### config.mk
export PLATFORM = sky130hd
export DESIGN_NAME = gcd_engine
export DESIGN_NICKNAME = d
export VERILOG_FILES = /design/src/rtl/gcd_engine.sv
export SDC_FILE = /design/constraint.sdc
export NUM_CORES = 1
export LEC_CHECK = 0
export ABC_AREA = 1
export BUFFER_PORTS_ARGS = -buffer_cell sky130_fd_sc_hd__buf_2
export CAP_MARGIN = 40
export CORE_ASPECT_RATIO = 1.1
export CORE_MARGIN = 8
export CORE_UTILIZATION = 35
export CTS_CLUSTER_SIZE = 10
export DETAILED_ROUTE_END_ITERATION = 8
export GPL_TIMING_DRIVEN = 0
export PLACE_DENSITY = 0.59
export SLEW_MARGIN = 5
export SYNTH_ARGS = -nofsm -noshare
export SYNTH_HDL_FRONTEND = slang
export SYNTH_SLANG_ARGS = --single-unit
export TNS_END_PERCENT = 5
### constraint.sdc
create_clock -name clk_i -period 3.8 [get_ports clk_i]
set_input_delay 0.95 -clock clk_i [delete_from_list [all_inputs] [get_ports clk_i]]
set_output_delay 0.95 -clock clk_i [all_outputs]
set_load 0.1 [all_outputs]
### src/rtl/gcd_engine.sv
// Euclidean GCD engine: repeated remainder steps, each remainder computed by a
// restoring shift-subtract divider that retires one quotient bit per clock.
module gcd_engine #(
    parameter int unsigned WIDTH  = 16,
    parameter int unsigned ITER_W = 8
) (
    input  logic              clk_i,
    input  logic              rst_ni,
    input  logic              start_i,
    input  logic [WIDTH-1:0]  a_i,
    input  logic [WIDTH-1:0]  b_i,
    input  logic              abort_i,
    output logic              busy_o,
    output logic              done_o,
    output logic [WIDTH-1:0]  result_o,
    output logic [ITER_W-1:0] iter_cnt_o
);

    localparam int unsigned       CntW    = $clog2(WIDTH + 1);
    localparam logic [CntW-1:0]   CntLoad = CntW'(WIDTH);
    localparam logic [ITER_W-1:0] IterMax = '1;

    typedef enum logic [2:0] {
        StIdle,
        StCheck,
        StMod,
        StUpdate,
        StDone
    } state_e;

    state_e state_q, state_d;

    logic [WIDTH-1:0]  x_q, x_d;
    logic [WIDTH-1:0]  y_q, y_d;
    logic [WIDTH:0]    rem_q, rem_d;
    logic [WIDTH-1:0]  q_q, q_d;
    logic [CntW-1:0]   bit_cnt_q, bit_cnt_d;
    logic [ITER_W-1:0] iter_q, iter_d;
    logic [WIDTH-1:0]  result_q, result_d;
    logic [ITER_W-1:0] iter_cnt_q, iter_cnt_d;

    logic [WIDTH:0] trial;
    logic [WIDTH:0] y_ext;
    logic           a_ge_b;

    // Partial remainder shifted left with the next dividend bit brought in.
    assign trial  = {rem_q[WIDTH-1:0], q_q[WIDTH-1]};
    assign y_ext  = {1'b0, y_q};
    assign a_ge_b = (a_i >= b_i);

    // The remainder MSB is always 0 after a restoring step (rem < y).
    logic unused_rem_msb;
    assign unused_rem_msb = rem_q[WIDTH];

    // State register
    always_ff @(posedge clk_i or negedge rst_ni) begin
        if (!rst_ni) begin
            state_q <= StIdle;
        end else begin
            state_q <= state_d;
        end
    end

    // Next-state logic; abort overrides every transition
    always_comb begin
        state_d = state_q;
        unique case (state_q)
            StIdle:   if (start_i) state_d = StCheck;
            StCheck:  state_d = (y_q == '0) ? StDone : StMod;
            StMod:    if (bit_cnt_q == CntW'(1)) state_d = StUpdate;
            StUpdate: state_d = StCheck;
            StDone:   state_d = StIdle;
            default:  state_d = StIdle;
        endcase
        if (abort_i) state_d = StIdle;
    end

    // Moore-decoded handshake outputs
    always_comb begin
        busy_o = (state_q != StIdle);
        done_o = (state_q == StDone);
    end

    // Datapath next-state; an abort freezes all registers, so results are kept
    always_comb begin
        x_d        = x_q;
        y_d        = y_q;
        rem_d      = rem_q;
        q_d        = q_q;
        bit_cnt_d  = bit_cnt_q;
        iter_d     = iter_q;
        result_d   = result_q;
        iter_cnt_d = iter_cnt_q;
        if (!abort_i) begin
            unique case (state_q)
                StIdle: begin
                    if (start_i) begin
                        x_d    = a_ge_b ? a_i : b_i;
                        y_d    = a_ge_b ? b_i : a_i;
                        iter_d = '0;
                    end
                end
                StCheck: begin
                    if (y_q == '0) begin
                        result_d   = x_q;
                        iter_cnt_d = iter_q;
                    end else begin
                        q_d       = x_q;
                        rem_d     = '0;
                        bit_cnt_d = CntLoad;
                    end
                end
                StMod: begin
                    q_d       = q_q << 1;
                    rem_d     = (trial >= y_ext) ? (trial - y_ext) : trial;
                    bit_cnt_d = bit_cnt_q - CntW'(1);
                end
                StUpdate: begin
                    x_d = y_q;
                    y_d = rem_q[WIDTH-1:0];
                    if (iter_q != IterMax) iter_d = iter_q + ITER_W'(1);
                end
                default: ;
            endcase
        end
    end

    // Datapath and result registers
    always_ff @(posedge clk_i or negedge rst_ni) begin
        if (!rst_ni) begin
            x_q        <= '0;
            y_q        <= '0;
            rem_q      <= '0;
            q_q        <= '0;
            bit_cnt_q  <= '0;
            iter_q     <= '0;
            result_q   <= '0;
            iter_cnt_q <= '0;
        end else begin
            x_q        <= x_d;
            y_q        <= y_d;
            rem_q      <= rem_d;
            q_q        <= q_d;
            bit_cnt_q  <= bit_cnt_d;
            iter_q     <= iter_d;
            result_q   <= result_d;
            iter_cnt_q <= iter_cnt_d;
        end
    end

    assign result_o   = result_q;
    assign iter_cnt_o = iter_cnt_q;

endmodule

Word-level counts from Yosys, hierarchy flattened
Cells that the tools add are included.
{"block": "totals", "register_bits": 104, "output_inout_bits": 26, "word_cells": 57, "input_bits": 36}
{"block": "op_classes", "magnitude_cmp": 2, "n_reduce_logical": 10, "n_mux": 21, "n_addsub": 3, "n_bitwise": 1, "n_eq_ne": 11}
{"cell": "$pmux W16 S2", "n": 4}
{"cell": "$mux W16", "n": 7}
{"cell": "$ge A17 B16 Y1", "n": 1}
{"cell": "$ge A16 B16 Y1", "n": 1}
{"cell": "$logic_not A16 Y1", "n": 1}
{"cell": "$mux W8", "n": 2}
{"cell": "$pmux W8 S2", "n": 1}
{"cell": "$sub A16 B16 Y16", "n": 1}
{"cell": "$mux W3", "n": 4}
{"cell": "$pmux W3 S4", "n": 1}
{"cell": "$pmux W5 S2", "n": 1}
{"cell": "$reduce_and A3 Y1", "n": 3}
{"cell": "$add A8 B1 Y8 const B", "n": 1}
{"cell": "$ne A8 B8 Y1 const B", "n": 1}
{"cell": "$eq A3 B2 Y1 const B", "n": 2}
{"cell": "$ne A2 B2 Y1 const B", "n": 3}
{"cell": "$ne A3 B3 Y1 const B", "n": 2}
{"cell": "$eq A5 B1 Y1 const B", "n": 1}
{"cell": "$mux W5", "n": 1}
{"cell": "$sub A5 B1 Y5 const B", "n": 1}
{"cell": "$reduce_and A4 Y1", "n": 1}
{"cell": "$reduce_bool A2 Y1", "n": 2}
{"cell": "$eq A3 B1 Y1 const B", "n": 1}
{"cell": "$eq A3 B3 Y1 const B", "n": 1}
{"cell": "other kinds (4)", "n": 4}

Logic depth before layout (Yosys ltp)
Gate-level depths: netlist (run 1).
{"block": "depth", "depth_word": 4, "ltp_mapped": 16, "mapped_depth_nobuf": 15}

Worst setup path after synthesis (run 1)
No wires, ideal clock.
{"block": "synth_timing", "path_type": "flip-flop to output port", "from": "reg state_q[2]", "to": "out done_o", "path_stages_with_launch": 3, "t_arrival_ns": 2.550, "path_slack_ns": 0.300, "n_path_buf": 0, "t_required_ns": 2.850, "cell_sequence": "dfrtp_1 > inv_1 > nor3_1"}
{"block": "synth_via", "elab_chain_len": 1}
{"element": "start, declared", "line": "31", "source": "state_e state_q, state_d;"}
{"element": "start signal, assigned", "line": "58", "source": "state_q <= StIdle;"}
{"element": "start signal, assigned", "line": "60", "source": "state_q <= state_d;"}
{"element": "$eq A3 B3 Y1", "line": "81", "source": "done_o = (state_q == StDone);"}
{"element": "end, declared", "line": "14", "source": "output logic done_o,"}
No other way between the ends.

Final worst setup path (run 1)
Ends and elaborated chain as after synthesis.

==> run metrics, run 1 <==
status=complete, no violations; starting density of the core=0.357; Routed Antenna Nets=0; largest area contributor in the netlist=dfrtp_1; slew at the pin closest to its max-slew limit=between 0.5 and 0.6 ns; most frequent cell after synthesis=nand2_1; Worst Setup Path Type=reg -> out; CTS tree=built; residual DRC count=0; layout cell share with drive strength beyond 1=0.113; Area Overhead vs Synth=13.7%; total power=5.63 mW; PortBufs=a little over 60; Hold Vio Cnt, Final=0; H-tree levels=3; CTS buffer count=9; MaxCap Viol Count=0; Critical Path Sink Type=output port; die area=around 24000 um2; ranking of synthesized cells by area=dfrtp_1, nand2_1, nand3_1, inv_1, ha_1; Yosys reg bits=around 100; CTS clk-pin slew, worst paths=~0.08 ns; Routed WL per cell=14.8 um; Fillers=2034; worst setup margin=between 1 and 1.5 ns; die span in x=149 um; Clk pwr share=0.158; ys async rst share=1.00; hold-fix buffers at CTS=0; number of I/O pins=just over 60; root buffer cell=clkbuf_16; R2R depth=13; Syn Std Cell Area=between 6000 and 7000 um2; Ant. Diodes=0; Int Power=2.95 mW; Global Route Usage Sum=0.165; Switching Share=0.476; relative slew slack=0.623; final net count=approximately 1.1k; Reg-to-Reg End=rem_q[9]; Combinational Power Share=0.544; Synth top cells by count=nand2_1, inv_1, nand3_1, dfrtp_1, o21ai_0; pwr dens=slightly above 700 nW/um2; Core ar.=roughly 19000 um2; Post-synth EDFFs=0; Critical Path AT=roughly 1.6 ns; global-route wire length before repair=around 32000 um; setup TNS=0 ns; Max Transition Viols Final=0; Post-Synthesis Cells=997; Fmax=between 300 and 400 MHz; total clock sinks=104; VDD IR max=between 0.5 and 0.6 mV; post-synth cell types=34; cell row count=53; Setup-failing EPs final=0; worst r2r src=y_q[11]; RSZ-0062 raised after global routing=no; worst-skew pair later-pin latency=0.36 ns; part of the cycle the worst path needs=0.666; dominant synthesized flop cell=dfrtp_1; skew final=about 0.012 ns; setup bufs post-CTS=0; Resized Gates After CTS=0; DR vias=roughly 6.4k; sw power=around 2.7 mW; post-route minimum period=roughly 2.5 ns; syn nets=between 1k and 1.5k; Post-Syn Area per Cell=just under 7 um2; Data required, critical path=approximately 2.9 ns; Leak=about 4.4 nW; Detail Placement HPWL=15200 um; final WL=around 20000 um; 1st-iter DRT viols=about 450; Setup WS pre-CTS=0.970 ns; Flop pwr share=0.298; area share of the largest cell type after synthesis=0.382; Worst Path Max Fanout=6; GR Overflow Total=0; GP Congestion=just under 0.9; worst hold path class=in -> async; initial antenna violation count=0; register area share after synthesis=0.382; vias in the first global route=roughly 6.3k; FF-to-FF setup slack=~1.6 ns; largest net degree at the start of global routing=between 70 and 80; drt via density=approximately 4.9; die height=about 160 um; YS warnings=0; total iterations of the first detailed-routing run=5; clk buf depth=2; CP startpoint kind=flop
how the worst max path moves through the flow:
stage	cells after the start	slack (ns)	endpoint	startpoint
2_1_floorplan	2	0.30	done_o	state_q[2]
4_1_cts	3	1.26	done_o	state_q[2]
3_3_place_gp	1	0.55	rem_q[10]	rst_ni
5_1_grt	15	1.08	y_q[1]	b_i[5]
3_5_place_dp	12	0.97	x_q[1]	b_i[15]
6_report	3	1.27	done_o	state_q[2]
worst max-delay path: stages (launching register included):
cell and delay (ns):
dfrtp_1 0.44, inv_1 0.13, nor3_1 0.18, buf_2 0.47
sequential cells by signal, indices dropped and copies added (netlist names), 5 cells and up:
register    cells
iter_cnt_o      8
q_q            16
bit_cnt_q       5
x_q            16
rem_q          16
iter_q          8
y_q            16
result_o       16
stage by stage:
step / utilization / hold slack (ns) / cells / instance area (um2)
2_1_floorplan: - / 0.449 / 997 / 6810
3_3_place_gp: 0.389 / 0.459 / 1305 / 7430
3_5_place_dp: 0.391 / 0.460 / 1306 / 7460
4_1_cts: 0.406 / 0.475 / 1322 / 7750
5_1_grt: 0.406 / 0.493 / 1322 / 7750
6_report: 0.406 / 0.473 / 1322 / 7750
area by class of cell:
class                   instances  area (um2)  share of cell area
flip-flops and latches        104        2600               0.336
inverters                     140         526              0.0678
clock buffers                  10         229              0.0296
plain buffers                  38         178              0.0229
well taps                     247         309              0.0399
multi-input cells             715        3510               0.453
repair buffers                 62         339              0.0438
clock inverters                 6        55.1             0.00711
metal layers:
layer  GRT usage  vias to the layer above  part of all wire
li1            -                     3307                 -
met1       0.220                     2940              0.46
met2       0.266                      163              0.47
met3      0.0370                       23             0.056
met4      0.0367                        0             0.013
met5     0.00832                        -                 0
power groups by stage:
stage | Combinational, mW | Clock [mW] | Sequential [mW]
detailed placement | 3.05 | 0 | 1.69
global route | 3.50 | 0.951 | 1.72
floorplan | 2.30 | 0 | 1.68
finish | 3.06 | 0.892 | 1.68
CTS | 3.07 | 0.915 | 1.68
global placement | 3.02 | 0 | 1.68
cells by family after synthesis:
family	after synthesis	share of synthesized area
adders and majority gates	36	0.0672
AOI/OAI and AO/OA	111	0.0832
xor gates and xnor gates	9	0.0116
buffers and inverters	178	0.103
and+or+nand+nor	559	0.353
DFF	104	0.382
cell usage in the layout, fill, tap and decap left out, types with 9 or more instances in the layout:
master | Yosys | final
nand3_2 | 9 | 9
inv_1 | 134 | 134
buf_2 | 19 | 79
nor2_1 | 31 | 31
o21ai_0 | 55 | 55
ha_1 | 35 | 35
clkbuf_16 | 0 | 9
dfrtp_1 | 104 | 104
nand4_1 | 14 | 14
nor3_1 | 9 | 9
a21oi_1 | 48 | 48
nand3_1 | 114 | 114
nand2_1 | 367 | 367
clkbuf_1 | 12 | 13
Power figures use the tool's default switching activity.
==> inputs of run 2 (changes only) <==
clock period = 2.35 ns   (was 3.8 ns; I/O delays follow)
==> run metrics, run 2 (same netlist as run 1, synthesis figures left out) <==
CTS tree=built; residual DRC count=0 (unchanged); Hold Vio Cnt, Final=0 (unchanged); Max Transition Viols Final=0 (unchanged); layout cell share with drive strength beyond 1=0.117 (+0.00372); skew final=0.00651 ns (-0.00538 ns); 1st-iter DRT viols=473 (+5.8%); final WL=19500 um (-0.15%); root buffer cell=clkbuf_16; worst hold path class=in -> async; placed cells=1306 (unchanged); DR vias=6439 (+0.093%); PortBufs=61 (unchanged); sum of buffers and inverters on the critical path=3 (+1); clk buf depth=2 (unchanged); total power=9.15 mW (+62%); Data required, critical path=2.59 ns (-0.26 ns); Critical Path Sink Type=flop; post-layout util=0.406 (about the same); initial antenna violation count=0 (unchanged); slew at the pin closest to its max-slew limit=0.857 ns (+0.291 ns); Core ar.=19100 um2 (unchanged); sw power=4.36 mW (+63%); number of I/O pins=62 (unchanged); Fmax=454 MHz; relative slew slack=0.429 (-0.194); commonest non-fill, non-tap cells in the layout=nand2_1, inv_1, nand3_1; Finished Layout Cells=1322 (unchanged); Flop pwr share=0.297 (about the same); die height=162 um (unchanged); hold-fix buffers at CTS=0 (unchanged); Setup-failing EPs final=0 (unchanged); cell row count=53 (unchanged); slowest stage delay, CP=0.38 ns (-0.09 ns); Global Route Usage Sum=0.162 (-0.00270); GR Overflow Total=0 (unchanged); pwr dens=1180 nW/um2 (+62%); part of the cycle the worst path needs=0.937; Critical Path AT=2.44 ns (+0.86 ns); final net count=1142 (unchanged); setup TNS=0 ns (unchanged); GP Congestion=0.880 (-1.1%); Area Overhead vs Synth=13.8% (about the same); Worst Setup Path Type=reg -> reg; Ant. Diodes=0 (unchanged); commonest non-fill, non-tap cell in the layout=nand2_1; Int Power=4.78 mW (+62%); Switching Share=0.477 (+0.000605); Routed WL per cell=14.7 um (-0.15%); Hold WS=0.334 ns (-0.138 ns); post-route minimum period=about 2.2 ns; die span in x=149 um (unchanged); CTS buffer count=9 (unchanged); vias in the first global route=6316 (-0.16%); Combinational Power Share=0.545 (about the same); total clock sinks=104 (unchanged); drt via density=4.87 (about the same); starting density of the core=0.357 (unchanged); total iterations of the first detailed-routing run=5 (unchanged); CP cell instances=inv_1, ha_1, nand2_2, inv_1, nand2_1, nand2_1, nand2_1, nand2_1, nor2_4, clkbuf_4, nand3_1, nand3_1, nand2_1; Routed Antenna Nets=0 (unchanged); Detail Placement HPWL=15200 um (+0.24%); status=complete, no violations; largest net degree at the start of global routing=66 (-7.0%); Worst Path Max Fanout=10 (+4); H-tree levels=3 (unchanged); die area=24200 um2 (unchanged); Crit-path slowest cell=dfrtp_1; CTS clk-pin slew, worst paths=0.08 ns (about the same); most frequent CP cell=nand2_1; CP startpoint kind=flop; VDD IR max=0.732 mV (+32%); Clk pwr share=0.158 (about the same); setup bufs post-CTS=0 (unchanged); worst-skew pair later-pin latency=0.36 ns (about the same); Leak=4.36 nW (about the same); MaxCap Viol Count=0 (unchanged); global-route wire length before repair=31900 um (-1.3%); crit-path leading delay family=simple AND/OR/NAND/NOR gates
[run 2: cell types whose count changed in the layout (fill, tap and decap cells not counted), sizes merged]
cell,before,now
clkbuf,22,24
buf,88,86
[run 2: area by class of cell]
type                            instances  area, um2
Tap cell                              247        309
Multi-Input combinational cell        715       3520
Sequential cell                       104       2600
Clock buffer                           10        229
Fill cell                            2031      11300
Buffer                                 38        183
Timing Repair Buffer                   62        328
Clock inverter                          6       55.1
Inverter                              140        526
[run 2: power groups by stage]
stage	clock (mW)	sequential, mW	combinational, mW
after floorplan	0	2.72	3.72
after global placement	0	2.73	4.87
after detailed placement	0	2.73	4.94
after CTS	1.48	2.70	4.97
after global routing	1.53	2.77	5.67
final	1.45	2.71	4.99
[run 2: per-stage QoR]
stage | setup WS, ns | cell area, um2
after floorplan | 0.0721 | 6820
after global placement | -0.511 | 7430
after detailed placement | -0.123 | 7460
after CTS | 0.126 | 7740
after global routing | -0.00341 | 7750
final | 0.148 | 7750
[run 2: repair_timing]
item	in CTS	in global routing
setup endpoints to repair	0	10
endpoints found under the hold margin	0	0
resized for setup	0	5
[run 2: layer usage]
metal	vias to the layer above	track usage	wire, um
li1	3299	-	-
met1	2992	0.217	9340
met2	125	0.269	9110
met3	23	0.0264	772
met4	0	0.0358	246
met5	-	0	0
[run 2: worst paths after layout]
check	from	endpoint	slack (ns)	cells after the start
worst max-delay path	y_q[11]	rem_q[9]	0.15	13
worst min-delay path	rst_ni	iter_q[1]	0.33	1
worst max register to register	y_q[11]	rem_q[9]	0.15	13
worst min register to register	result_o[4]	result_o[4]	0.48	2
max in group asynchronous	rst_ni	q_q[9]	1.29	2
min in group clk_i	result_o[4]	result_o[4]	0.48	2
==> inputs of run 3 (changes only) <==
PLACE_DENSITY = unset   (was 0.59)
==> run metrics, run 3 (same netlist as run 1, synthesis figures left out) <==
status=complete, no violations; CP startpoint kind=flop; Ant. Diodes=0 (unchanged); Finished Layout Cells=1321 (-0.076%); CP cell instances=inv_1, ha_1, nand2_1, nor2_1, nand3_1, nand3_2, nand2_2, nand2_4, buf_8, nand3_2, nand3_1, nand2_1; Setup-failing EPs final=0 (unchanged); pwr dens=1190 nW/um2 (+0.74%); total power=9.24 mW (+0.98%); post-route minimum period=2.21 ns (+0.0121 ns); crit-path leading delay family=simple AND/OR/NAND/NOR gates; Area Overhead vs Synth=14.1%; starting density of the core=0.357 (unchanged); largest net degree at the start of global routing=71 (+7.6%); RSZ-0062 raised after global routing=no; GP Congestion=0.900 (+2.3%); slew at the pin closest to its max-slew limit=0.570 ns (-0.287 ns); die span in x=149 um (unchanged); Data required, critical path=2.58 ns (about the same); MaxCap Viol Count=0 (unchanged); Setup WS pre-CTS=-0.0766 ns (+0.0463 ns); Leak=4.37 nW (+0.18%); Critical Path Sink Type=flop; Core ar.=19100 um2 (unchanged); skew final=0.00993 ns (+0.00342 ns); commonest non-fill, non-tap cells in the layout=nand2_1, inv_1, nand3_1; Routed Antenna Nets=0 (unchanged); Critical Path AT=2.45 ns (about the same); Routed WL per cell=14.9 um (+1.0%); GR Overflow Total=0 (unchanged); die height=162 um (unchanged); hold-fix buffers at CTS=0 (unchanged); CTS clk-pin slew, worst paths=0.07 ns (about the same); clk buf depth=2 (unchanged); CTS buffer count=9 (unchanged); Crit-path slowest cell=ha_1; post-placement cell area=7470 um2 (+0.15%); Fmax=452 MHz (-0.55%); Max Transition Viols Final=0 (unchanged); total clock sinks=104 (unchanged); final net count=1142 (unchanged); cell row count=53 (unchanged); global-route wire length before repair=32700 um (+2.7%); Worst Setup Path Type=reg -> reg; die area=24200 um2 (unchanged); H-tree levels=3 (unchanged); layout cell share with drive strength beyond 1=0.116 (-0.000822); total iterations of the first detailed-routing run=7 (+2); Global Route Usage Sum=0.168 (+0.00537); Detail Placement HPWL=15200 um (-0.39%); number of I/O pins=62 (unchanged); drt via density=4.92 (+1.1%); VDD IR max=0.700 mV (-4.3%); worst setup margin=0.136 ns (-0.0121 ns); Hold Vio Cnt, Final=0 (unchanged); CTS tree=built; vias in the first global route=6408 (+1.5%); slowest stage delay, CP=0.38 ns (about the same); residual DRC count=0 (unchanged); final WL=19700 um (+0.96%); root buffer cell=clkbuf_16; Final Cell Area=7770 um2 (+0.24%); sum of buffers and inverters on the critical path=2 (-1); placed cells=1306 (unchanged); commonest non-fill, non-tap cell in the layout=nand2_1; worst-skew pair later-pin latency=0.35 ns (about the same); DR vias=6504 (+1.0%); 1st-iter DRT viols=479 (+1.3%); relative slew slack=0.620 (+0.191); initial antenna violation count=0 (unchanged); PortBufs=61 (unchanged); worst hold path class=in -> async; Worst Path Max Fanout=10 (unchanged); part of the cycle the worst path needs=0.942 (+0.00515)
[run 3: final cells by class]
type | instances | area (um2)
sequential | 104 | 2600
multi-input combinational | 715 | 3520
inverter | 140 | 526
buffer | 38 | 180
fill | 2034 | 11300
timing repair buffer | 62 | 339
clock inverter | 5 | 63.8
clock buffer | 10 | 229
tap | 247 | 309
[run 3: worst reg2reg max path: cells and delay by family (launching register included)]
family / cells / cell delay [ns]
simple gates: 9 / 1.10
fa+ha+maj: 1 / 0.38
flops: 1 / 0.36
buf+inv: 2 / 0.27
[run 3: power breakdown]
| group | internal, mW | switching (mW) | total [mW] |
|---|---|---|---|
| sequential | 2.33 | 0.384 | 2.71 |
| combinational | 1.72 | 3.28 | 5.00 |
| clock | 0.831 | 0.690 | 1.52 |
[run 3: path summary, 6_finish.rpt]
| kind | slack, ns | start | cells after the start | to |
|---|---|---|---|---|
| worst max-delay path | 0.14 | y_q[3] | 12 | rem_q[9] |
| max in group asynchronous | 1.55 | rst_ni | 2 | result_o[10] |
| worst min-delay path | 0.12 | rst_ni | 1 | iter_cnt_o[1] |
| min in group clk_i | 0.47 | result_o[2] | 2 | result_o[2] |
| worst max register to register | 0.14 | y_q[3] | 12 | rem_q[9] |
| worst min register to register | 0.47 | result_o[2] | 2 | result_o[2] |
[run 3: timing repair]
item | 4_1_cts | 5_1_grt
endpoints found under the setup margin | 0 | 10
buffers inserted | 0 | 0
resized for setup | 0 | 4
[run 3: routing by layer]
layer	wire, um	global-route usage	up-vias
li1	-	-	3296
met1	8920	0.222	2990
met2	9150	0.270	192
met3	1260	0.0347	26
met4	335	0.0482	0
met5	0	0	-
[run 3: stage by stage]
| stage | TNS (ns) | hold WS (ns) | util |
|---|---|---|---|
| finish | 0 | 0.118 | 0.407 |
| global route | 0 | 0.139 | 0.407 |
| CTS | 0 | 0.123 | 0.406 |
| detailed placement | -1.08 | 0.461 | 0.391 |
| global placement | -56.23 | 0.461 | 0.389 |
| floorplan | 0 | 0.292 | - |
